--- src/rtl/cp0_regfile.sv ---
// Coprocessor-0 register file: Count/Compare timer, Status, Cause, EPC, mfc0 reads.
// Writes land one cycle after the strobe edge; no handshake, strobes accepted every cycle.
module cp0_regfile #(
  parameter int CLK_DIV = 0
) (
  input  logic        clk,
  input  logic        rst,
  input  logic [4:0]  hwint,
  input  logic        writestatus,
  input  logic        writecause,
  input  logic        writeepc,
  input  logic        exl,
  input  logic        ie,
  input  logic        db,
  input  logic [4:0]  exccode,
  input  logic [1:0]  selepc,
  input  logic [31:0] epcin0,
  input  logic [31:0] epcin1,
  input  logic [31:0] epcin2,
  input  logic [31:0] epcin3,
  input  logic        mfc0,
  input  logic        mtc0,
  input  logic [4:0]  rd,
  input  logic [31:0] wdata,
  output logic [31:0] rdata,
  output logic        intr,
  output logic [7:0]  imip,
  output logic [31:0] epc,
  output logic [31:0] status,
  output logic [31:0] cause
);

  localparam logic [4:0]  RD_COUNT   = 5'd9;
  localparam logic [4:0]  RD_COMPARE = 5'd11;
  localparam logic [4:0]  RD_STATUS  = 5'd12;
  localparam logic [4:0]  RD_CAUSE   = 5'd13;
  localparam logic [4:0]  RD_EPC     = 5'd14;
  localparam logic [31:0] PRESC_MAX  = 32'((64'd1 << CLK_DIV) - 64'd1);

  logic [31:0] count_q, compare_q, epc_q, presc_q;
  logic [7:0]  im_q, ip_q;
  logic        exl_q, ie_q, bd_q;
  logic [4:0]  exc_q;

  logic        tick, timer_hit;
  logic        wr_count, wr_compare, wr_status, wr_cause, wr_epc;
  logic [31:0] count_inc, epc_sel;

  assign tick       = (presc_q == PRESC_MAX);
  assign count_inc  = count_q + 32'd1;
  assign wr_count   = mtc0 && (rd == RD_COUNT);
  assign wr_compare = mtc0 && (rd == RD_COMPARE);
  assign wr_status  = mtc0 && (rd == RD_STATUS);
  assign wr_cause   = mtc0 && (rd == RD_CAUSE);
  assign wr_epc     = mtc0 && (rd == RD_EPC);

  // Match is only taken on a real increment; an mtc0 to Count suppresses it.
  assign timer_hit  = tick && !wr_count && (count_inc == compare_q) && (compare_q != 32'd0);

  always_comb begin
    epc_sel = epcin0;
    case (selepc)
      2'd1:    epc_sel = epcin1;
      2'd2:    epc_sel = epcin2;
      2'd3:    epc_sel = epcin3;
      default: epc_sel = epcin0;
    endcase
  end

  always_ff @(posedge clk) begin
    if (rst) begin
      presc_q   <= '0;
      count_q   <= '0;
      compare_q <= '0;
      epc_q     <= '0;
      im_q      <= '0;
      ip_q      <= '0;
      exl_q     <= 1'b0;
      ie_q      <= 1'b0;
      bd_q      <= 1'b0;
      exc_q     <= '0;
    end else begin
      presc_q <= tick ? 32'd0 : presc_q + 32'd1;

      if (wr_count)  count_q <= wdata;
      else if (tick) count_q <= count_inc;

      if (wr_compare) compare_q <= wdata;

      if (wr_status) im_q <= wdata[15:8];
      // Interrupt entry clears IE, exception entry keeps it, eret sets it.
      if (writestatus) begin
        exl_q <= exl;
        ie_q  <= ie & (ie_q | ~exl);
      end else if (wr_status) begin
        exl_q <= wdata[1];
        ie_q  <= wdata[0];
      end

      if (writecause) begin
        bd_q  <= db;
        exc_q <= exccode;
      end

      ip_q[6:2] <= hwint;
      if (wr_cause)        ip_q[1:0] <= wdata[9:8];
      if (wr_compare)      ip_q[7]   <= 1'b0;
      else if (timer_hit)  ip_q[7]   <= 1'b1;

      if (writeepc)    epc_q <= epc_sel;
      else if (wr_epc) epc_q <= wdata;
    end
  end

  assign status = {16'd0, im_q, 6'd0, exl_q, ie_q};
  assign cause  = {bd_q, 15'd0, ip_q, 1'b0, exc_q, 2'd0};
  assign epc    = epc_q;
  assign intr   = ie_q & ~exl_q;
  assign imip   = im_q & ip_q;

  always_comb begin
    rdata = 32'd0;
    if (mfc0) begin
      case (rd)
        RD_COUNT:   rdata = count_q;
        RD_COMPARE: rdata = compare_q;
        RD_STATUS:  rdata = status;
        RD_CAUSE:   rdata = cause;
        RD_EPC:     rdata = epc_q;
        default:    rdata = 32'd0;
      endcase
    end
  end

endmodule

--- config.mk ---
export PLATFORM = sky130hd
export DESIGN_NAME = cp0_regfile
export DESIGN_NICKNAME = d
export VERILOG_FILES = /design/src/rtl/cp0_regfile.sv
export SDC_FILE = /design/constraint.sdc
export NUM_CORES = 1
export LEC_CHECK = 0
export CAP_MARGIN = 20
export CELL_PAD_IN_SITES_DETAIL_PLACEMENT = 0
export CELL_PAD_IN_SITES_GLOBAL_PLACEMENT = 1
export CORE_MARGIN = 4
export CORE_UTILIZATION = 31
export CTS_BUF_LIST = sky130_fd_sc_hd__clkbuf_8
export CTS_CLUSTER_DIAMETER = 120
export DETAILED_ROUTE_END_ITERATION = 10
export PLACE_DENSITY = 0.86
export SLEW_MARGIN = 30
export SYNTH_ARGS = -nofsm -noshare
export SYNTH_HDL_FRONTEND = slang
export SYNTH_SLANG_ARGS = --single-unit
export TNS_END_PERCENT = 10
--- constraint.sdc ---
create_clock -name clk -period 3.3 [get_ports clk]
set_clock_uncertainty 0.1 [all_clocks]
set_input_delay 0.99 -clock clk [delete_from_list [all_inputs] [get_ports clk]]
set_output_delay 0.99 -clock clk [all_outputs]
set_load 0.01 [all_outputs]
# After elaboration in Yosys (flattened, before gate mapping)
# Cells that the tools add are included.
# W data, S select, Z words.
classes:
  div_mod_pow: 0
  mux: 11
  mul: 0
  eq_ne: 9
  n_addsub: 2
  bitwise: 6
  reduce_logical: 16
  order_cmp: 0
  shifts: 0
ops:
  columns: ["op", "n"]
  rows:
  - ["$mux W32", 5]
  - ["$pmux W32 S5", 1]
  - ["$pmux W32 S3", 1]
  - ["$add A32 B1 Y32 const B", 2]
  - ["$eq A32 B32 Y1", 1]
  - ["$logic_not A32 Y1", 1]
  - ["$reduce_bool A32 Y1", 1]
  - ["$eq A5 B4 Y1 const B", 5]
  - ["$and A8 B8 Y8", 1]
  - ["$logic_and A1 B1 Y1", 8]
  - ["$reduce_bool A2 Y1", 3]
  - ["$eq A2 B2 Y1 const B", 2]
  - ["$mux W1", 4]
  - ["$reduce_or A2 Y1", 2]
  - ["$and A1 B1 Y1", 2]
  - ["$eq A2 B1 Y1 const B", 1]
  - ["$not A1 Y1", 2]
  - ["$logic_not A1 Y1", 1]
  - ["$or A1 B1 Y1", 1]
word_totals:
  inputBits: 187
  mem_count: 0
  latch_bits: 0
  reg_bits: 152
  elab_cells: 56
  rom_bits: 0
  mem_bits_rw: 0

# Depth between registers and ports, before layout
# Gate-level depths: netlist of run 1.
logic_depth:
  ltp_word: 6
  depth_mapped: 10
  mapped_depth_nobuf: 9

# Worst setup path after synthesis of run 1
# No wires, ideal clock.
synth_path:
  kind: "input to output"
  from: "in rd[3]"
  to: "out rdata[10]"
  arrival_ps: 2474
  path_stages: 5
  slack_ps: -264
  required_ps: 2210
  n_path_buf: 1
  path_cell_list: "nor2b_1 > nor4b_1 > clkbuf_1 > a221oi_1 > a21oi_1"
synth_via:
  elab_chain_cells: 3
  word_cells_on_any_way: 7
synth_rtl:
  columns: ["element", "line", "rtl"]
  rows:
  - ["start: declaration", "23", "input logic [4:0] rd,"]
  - ["$eq A5 B4 Y1", "124", "case (rd)"]
  - ["$pmux W32 S5 (*)", "124", null]
  - ["$mux W32 (*)", "123", "if (mfc0) begin"]
  - ["end: declaration", "25", "output logic [31:0] rdata,"]
# Every way passes the cells marked *; elsewhere a longest branch is shown, timed or not.

# Worst setup path in the final report of run 1
layout_path:
  from: "in rd[3]"
  to: "out rdata[0]"
# The elaborated chain is that of the path after synthesis.

==> results of run 1 <==
==> cells in the final DEF, fill, tap and decap left out, types with 6 or more instances in the layout <==
master / instances
buf_12: 18
buf_16: 9
a21oi_2: 15
nor2_1: 149
nor4_1: 20
xnor2_1: 66
nor2b_1: 11
mux4_2: 32
buf_2: 36
clkbuf_8: 20
a311oi_1: 6
nor3_1: 20
inv_1: 12
conb_1: 40
buf_8: 6
buf_4: 30
a21oi_1: 46
o21ai_0: 12
mux2i_1: 48
xor2_1: 41
and3_1: 13
clkdlybuf4s50_1: 241
a221oi_2: 7
buf_6: 11
nand3_1: 34
nand4_1: 27
a211oi_1: 59
and2_1: 9
nand2_1: 124
a222oi_1: 24
dfxtp_1: 152
nor2_2: 6
==> flip-flops by register name, summed over array words and instances (netlist names) <==
signal / flops
compare_q: 32
count_q: 32
epc: 32
presc_q: 32
im_q: 8
ip_q: 8
exc_q: 5
bd_q: 1
exl_q: 1
ie_q: 1
==> report_power, final <==
group	switching [mW]	leakage, nW	internal, mW
combinational	0.321	3.45	0.473
clock	0.759	0.194	0.727
sequential	0.0652	1.24	1.89
==> cell type report <==
| cell class | instances | area (sq um) |
|---|---|---|
| Fill cell | 2913 | 16100 |
| Multi-Input combinational cell | 863 | 5920 |
| Timing Repair Buffer | 353 | 3680 |
| Sequential cell | 152 | 3040 |
| Tap cell | 390 | 488 |
| Clock buffer | 20 | 275 |
| Clock inverter | 12 | 125 |
| Inverter | 12 | 45.0 |
==> critical path, cell delays in order <==
cell	delay (ns)
buf_6	0.09
nor2b_4	0.13
buf_6	0.11
nand3b_1	0.10
buf_4	0.20
nor2_1	0.08
a222oi_1	0.37
a21oi_2	0.09
buf_2	0.15
==> metrics by stage <==
| step | setup slack [ns] | std cells |
|---|---|---|
| after floorplan | -0.0620 | 1159 |
| after CTS | -0.125 | 1802 |
| after detailed placement | -1.00 | 1746 |
| after global placement | -0.959 | 1746 |
| final | -0.114 | 1802 |
| after global routing | -0.214 | 1802 |
==> kinds of logic after synthesis <==
kind of cell    Yosys count  share of synthesized area
simple gates            450                      0.226
compound gates          182                      0.135
flops                   152                      0.325
buf+inv                 144                     0.0803
xor+xnor                107                     0.0999
mux                      81                      0.129
fa+ha+maj                 3                    0.00400
other cells               1                   0.000400
==> final timing paths <==
check | startpoint | to | slack, ns
worst max register to register | count_q[0] | ip_q[7] | 0.38
worst min register to register | presc_q[0] | presc_q[0] | 0.40
worst max-delay path | rd[3] | rdata[0] | -0.11
worst min-delay path | presc_q[0] | presc_q[0] | 0.40
==> per-layer routing <==
layer  routed length (um)  track usage  up-vias
li1                     -            -     4504
met1                14400        0.255     4564
met2                17300        0.352      392
met3                 2500       0.0431       40
met4                  793       0.0579        0
met5                    0            0        -
==> repair_timing <==
action / in CTS / in global routing
setup endpoints to repair: 32 / 32
cloned: 10 / 0
setup buffers: 16 / 1
pin swaps: 33 / 19
resized for setup: 208 / 13
==> flow_summary.toml, run 1 <==
[floorplanning]
ios = 324
initial_utilization = 0.316
fp.coreArea_sq_mm = 0.0297
die_h_um = 182
row_count = 63
die_x_um = 182
die-area_sq_mm = 0.0331

[logic_synthesis]
ys_seq_area_frac = 0.325
yosys-top-cells-area = "dfxtp_1 32%, mux4_2 7.7%, nor2_1 6.2%, xnor2_1 6.2%, mux2i_1 5.1%"
synth_top_cell_area_share = 0.325
synth_cell_types = 60
synth-edff-count = 0
netlist_instances = 1120
ys_ff_latch = 152
synth.most_common_cell = "nor2_1"
ys_warn_count = 0
ys.flop_type = "dfxtp_1"
async_flop_share = 0
syn_area_per_cell_sq_um = 8.37
synth_top_area_cell = "dfxtp_1"
syn-cell-area_sq_mm = 0.00938
ys_top_cells_by_count = "156 x nor2_1, 152 x dfxtp_1, 126 x nand2_1, 66 x xnor2_1"

[placement]
place_area_sq_mm = 0.0127
gp_routability_congestion = 0.888
portBuffers = 283
dp_hpwl_um = 25000

[clock_network]
hold_buffers = 0
clk_pin_slew_ns = 0.08
cts_max_path_buffers = 2
cts.sinks = 152
htreeDepth = 4
cts_tree = "built"
clock_latency_ns = 0.47
numCtsBuffers = 17
clockRootBuffer = "clkbuf_8"

[critical_path]
crit_path_max_fanout = 9
worstSetupPathType = "in -> out"
cp.required_ns = 2.21
critPathArrivalTime_ns = 2.32
r2r_cells = 9
cp-end-kind = "output port"
cp-start-kind = "input port"

[sta]
worst_pin_slew_ns = 0.878
fin_tns_setup_ns = -2.31
setup_ws_ns = -0.114
maxSlewHeadroom = 0.415
finalSetupViolCount = 32
whs_ns = 0.399
period_needed_ns = 3.41
max_freq_ghz = 0.293
period_share = 1.03
finalHoldViolations = 0
slew_viol_final = 0
rsz0062_at_grt = "true"

[global_routing]
grt.overflow.total = 0
grt_first_pass_wirelength_um = 53300
grt_pass1_vias = 9314
grt_start_max_net_pins = 78
antenna_found_initial = 0
track_usage = 0.203

[routing]
vias_per_cell = 5.27
wl_per_cell_um = 19.4
drc = 0
postRouteAntennaNets = 0
drt-initial-drc-count = 762
wirelength_um = 35000
firstDrtPassIters = 6
vias = 9500

[layout]
fin_nets = 1589
drive_above_1_share = 0.160
area_growth_pct = 44.8
antenna_cells = 0
fin_area_sq_mm = 0.0136
utilization = 0.457

[power]
peakVddDrop_v = 0.000233
power.total_mw = 4.23
power_density_mw_per_mm2 = 312
p_leak_nw = 4.88

[flow_run]
cap_violations = 0

[run_status]
status = "finished, violations left"
violations = "setup timing"

[worst_hold_path]
hold_depth = 1
min_path_type = "reg -> reg"
Power figures use the tool's default switching activity.
==> run 2: changes to the inputs <==
--- a/config.mk
+++ b/config.mk
@@ -13,6 +13,7 @@
 export CTS_BUF_LIST = sky130_fd_sc_hd__clkbuf_8
 export CTS_CLUSTER_DIAMETER = 120
 export DETAILED_ROUTE_END_ITERATION = 10
+export GPL_TIMING_DRIVEN = 0
 export PLACE_DENSITY = 0.86
 export SLEW_MARGIN = 30
 export SYNTH_ARGS = -nofsm -noshare
==> flow_summary.toml, run 2 (same netlist as run 1, synthesis figures left out) <==
[placement]
gp_routability_congestion = 0.940
dp.cells = 1829
portBuffers = 280
dp_hpwl_um = 28500

[power]
power.total_mw = 4.33
pwr-share-seq = 0.449
peakVddDrop_v = 0.000222
p_clk_frac = 0.361
internal_power_mw = 3.07
p_leak_nw = 5.02
p_sw_frac = 0.292
combPwrFrac = 0.190
power.switching_mw = 1.26
power_density_mw_per_mm2 = 317

[critical_path]
critical_path.startpoint = "rd[4]"
regToRegStartpoint = "count_q[0]"
r2r_cells = 8
rr_endpoint = "ip_q[7]"
cp-start-kind = "input port"
critPathArrivalTime_ns = 2.41
cp-end-kind = "output port"
r2r_slack_ns = 0.20
crit_path_end = "rdata[7]"
crit_path_max_fanout = 5
cp.required_ns = 2.21
worstSetupPathType = "in -> out"

[global_routing]
track_usage = 0.215
grt_pass1_vias = 9650
grt.overflow.total = 0
antenna_found_initial = 0
grt_start_max_net_pins = 17
grt_first_pass_wirelength_um = 56000

[sta]
rsz0062_at_grt = "true"
setup_ws_ns = -0.197
maxSlewHeadroom = 0.363
finalHoldViolations = 0
slew_viol_final = 0
finalSetupViolCount = 32
period_share = 1.06
worst_pin_slew_ns = 0.952
max_freq_ghz = 0.286
fin_tns_setup_ns = -4.26
period_needed_ns = 3.50

[routing]
vias = 9788
drc = 0
wl_per_cell_um = 19.7
vias_per_cell = 5.21
wirelength_um = 37000
postRouteAntennaNets = 0
firstDrtPassIters = 8
drt-initial-drc-count = 840

[run_status]
status = "finished, violations left"
violations = "setup timing"

[clock_network]
hold_buffers = 0
numCtsBuffers = 17
cts.sinks = 152
cts_max_path_buffers = 2
cts_tree = "built"
clk_pin_slew_ns = 0.10
clock_latency_ns = 0.48
clockRootBuffer = "clkbuf_8"
htreeDepth = 4

[worst_hold_path]
worstHoldStart = "presc_q[0]"
min_path_type = "reg -> reg"

[layout]
nFillCells = 2931
drive_above_1_share = 0.165
layout_common_cells = "243 x clkdlybuf4s50_1, 153 x nor2_1, 152 x dfxtp_1"
fin_nets = 1664
layout_commonest_cell = "clkdlybuf4s50_1"
utilization = 0.460
area_growth_pct = 45.8
multi_input_area_sq_mm = 0.00592
fin_cells = 1877
antenna_cells = 0
seq_area_sq_mm = 0.00304

[floorplanning]
row_count = 63
die_h_um = 182
die-area_sq_mm = 0.0331
fp.coreArea_sq_mm = 0.0297
initial_utilization = 0.316
ios = 324
die_x_um = 182

[flow_run]
cap_violations = 0
run 2: cell count changes in the layout (fill, tap and decap cells not counted), moves of 9 or more:
cell      before  now
buf_12        18    2
clkbuf_1       0   47
buf_1          0    9
buf_4         30   59
buf_16         9    0
nand2_1      124  113
run 2: per-stage QoR:
step           area (sq um)  hold slack, ns  setup WS [ns]
3_5_place_dp          12800           0.374          -1.79
4_1_cts               13600           0.392         -0.106
3_3_place_gp          12800           0.362          -1.75
5_1_grt               13700           0.410         -0.226
6_report              13700           0.389         -0.197
2_1_floorplan          9530           0.341        -0.0620
run 2: what timing repair did:
item                       in CTS  in global routing
pin swaps                      36                  7
buffers inserted               10                  0
gates resized for setup       246                  7
gates cloned                    6                  1
setup endpoints to repair      91                 33
run 2: worst min path at each step:
stage,endpoint,slack (ns),depth (start not counted)
2_1_floorplan,presc_q[0],0.34,1
3_3_place_gp,presc_q[0],0.36,1
3_5_place_dp,presc_q[0],0.37,1
4_1_cts,ip_q[0],0.39,2
5_1_grt,ip_q[0],0.41,2
6_report,presc_q[0],0.39,1
run 2: power by group through the flow:
stage / Combinational, mW / Clock [mW] / Sequential, mW
after floorplan: 0.347 / 0 / 1.99
after global placement: 0.784 / 0 / 1.98
after detailed placement: 0.793 / 0 / 1.98
after CTS: 0.823 / 1.58 / 1.94
after global routing: 0.879 / 1.66 / 1.95
final: 0.823 / 1.56 / 1.94
run 2: worst max-delay path, cell delays in order:
cell and delay, ns:
buf_6 0.10, nor2b_4 0.20, nor4b_4 0.31, buf_6 0.23, clkbuf_8 0.18, a222oi_1 0.06, nor2_1 0.15, buf_4 0.17
run 2: cell type report:
| class | count | share of cell area |
|---|---|---|
| Timing Repair Buffer | 297 | 0.208 |
| Sequential cell | 152 | 0.223 |
| Tap cell | 390 | 0.0357 |
| Clock inverter | 15 | 0.0134 |
| Inverter | 12 | 0.00330 |
| Buffer | 131 | 0.0661 |
| Multi-Input combinational cell | 863 | 0.433 |
| Clock buffer | 17 | 0.0171 |
run 2: routing by layer:
layer  global-route usage  vias up  share of wire
met5                    0        -              0
met4               0.0636        0          0.028
met3               0.0421       64          0.068
met2                0.363      442           0.48
met1                0.278     4645           0.42
li1                     -     4637              -
==> run 3: changes to the inputs <==
--- a/config.mk
+++ b/config.mk
@@ -8,7 +8,6 @@
 export CAP_MARGIN = 20
 export CELL_PAD_IN_SITES_DETAIL_PLACEMENT = 0
 export CELL_PAD_IN_SITES_GLOBAL_PLACEMENT = 1
-export CORE_MARGIN = 4
 export CORE_UTILIZATION = 31
 export CTS_BUF_LIST = sky130_fd_sc_hd__clkbuf_8
 export CTS_CLUSTER_DIAMETER = 120
==> flow_summary.toml, run 3 (same netlist as run 1, synthesis figures left out) <==
[sta]
finalSetupViolCount = 30
finalHoldViolations = 0
rsz0062_at_grt = "true"
period_needed_ns = 3.45
worst_pin_slew_ns = 0.877
whs_ns = 0.391
maxSlewHeadroom = 0.415
slew_viol_final = 0
fin_tns_setup_ns = -1.39
period_share = 1.05
max_freq_ghz = 0.290
setup_ws_ns = -0.151

[clock_network]
cts_max_path_buffers = 2
cts.sinks = 152
clock_latency_ns = 0.47
cts_tree = "built"
clk_pin_slew_ns = 0.08
clockRootBuffer = "clkbuf_8"
numCtsBuffers = 17
htreeDepth = 4

[run_status]
violations = "setup timing"
status = "finished, violations left"

[power]
power_density_mw_per_mm2 = 313
power.total_mw = 4.29
p_leak_nw = 5.01
peakVddDrop_v = 0.000240

[critical_path]
critPathArrivalTime_ns = 2.36
worstSetupPathType = "in -> out"
crit_chain = "buf_6 -> nor2b_4 -> and4b_2 -> buf_4 -> a222oi_1 -> a21oi_4 -> buf_6"
cp-end-kind = "output port"
max_stage_delay_ns = 0.46
cp_slowest_cell = "a222oi_1"
cp_top_family = "compound AO/OA/AOI/OAI gates"
cp.required_ns = 2.21
cp-start-kind = "input port"
cp.buffers_inverters = 3
path_common_cell = "buf_6"
crit_path_max_fanout = 6

[floorplanning]
die_x_um = 176
fp.coreArea_sq_mm = 0.0297
die-area_sq_mm = 0.0309
row_count = 63
initial_utilization = 0.316
ios = 324
die_h_um = 176

[routing]
postRouteAntennaNets = 0
vias = 9948
drt-initial-drc-count = 839
wirelength_um = 36600
vias_per_cell = 5.28
wl_per_cell_um = 19.4
drc = 0
firstDrtPassIters = 7

[worst_hold_path]
min_path_type = "reg -> reg"

[layout]
area_growth_pct = 46.2
fin_nets = 1670
drive_above_1_share = 0.157
antenna_cells = 0
layout_commonest_cell = "clkdlybuf4s50_1"
layout_common_cells = "242 x clkdlybuf4s50_1, 152 x dfxtp_1, 151 x nor2_1"

[placement]
dp_hpwl_um = 27700
gp_routability_congestion = 0.929
portBuffers = 280
pre_cts_ws_ns = -1.81

[flow_run]
cap_violations = 0

[global_routing]
antenna_found_initial = 0
track_usage = 0.234
grt_pass1_vias = 9634
grt_first_pass_wirelength_um = 55500
grt_start_max_net_pins = 17
grt.overflow.total = 0
[run 3: cell types whose count changed in the layout (fill, tap and decap cells not counted), moves of 4 or more]
cell	change
inv_6	+4
nand2_1	+10
inv_8	-4
nand2_2	-7
a21oi_2	-5
a21oi_1	+5
[run 3: metrics by stage]
stage | utilization | area [sq um] | std cells
floorplan | - | 9530 | 1159
global placement | 0.431 | 12800 | 1829
detailed placement | 0.431 | 12800 | 1829
CTS | 0.460 | 13700 | 1883
global route | 0.461 | 13700 | 1883
finish | 0.461 | 13700 | 1883
[run 3: what timing repair did]
| item | 4_1_cts | 5_1_grt |
|---|---|---|
| pin swaps | 36 | 3 |
| hold buffers | 0 | 0 |
| cloned | 10 | 0 |
| setup buffers | 13 | 0 |
| gates resized for setup | 236 | 7 |
| endpoints found under the hold margin | 0 | 0 |
| setup endpoints to repair | 64 | 36 |
[run 3: area by class of cell]
type | instances | area (sq um)
Clock buffer | 18 | 248
Clock inverter | 14 | 161
Tap cell | 390 | 488
Sequential cell | 152 | 3040
Fill cell | 2878 | 16000
Multi-Input combinational cell | 864 | 5870
Inverter | 12 | 45.0
Timing Repair Buffer | 302 | 2920
Buffer | 131 | 928
[run 3: per-layer routing]
layer,track usage,routed length [um],up-vias
met3,0.0403,2670,63
met5,0,0,-
met1,0.302,15300,4770
li1,-,-,4651
met4,0.0761,845,0
met2,0.394,17700,464
[run 3: path summary, 6_finish.rpt]
kind / start / to / slack, ns / depth (start not counted)
min: presc_q[0] / presc_q[0] / 0.39 / 1
max: rd[3] / rdata[31] / -0.15 / 7
min reg2reg: presc_q[0] / presc_q[0] / 0.39 / 1
max reg2reg: count_q[0] / ip_q[7] / 0.25 / 8
[run 3: worst register-to-register path: stages, from the launching register on]
cell and delay [ns]:
dfxtp_1 0.50, ha_1 0.35, nand3_1 0.16, nor4_1 0.68
xor2_1 0.23, mux2i_1 0.21, nand3_1 0.10, or4_1 0.53
o21ai_1 0.14
[run 3: power by group]
group          internal, mW  switching [mW]  total [mW]  leakage, nW
sequential             1.89          0.0556        1.94         1.24
clock                 0.714           0.800        1.51        0.204
combinational         0.481           0.353       0.834         3.57
total                  3.08            1.21        4.29         5.01
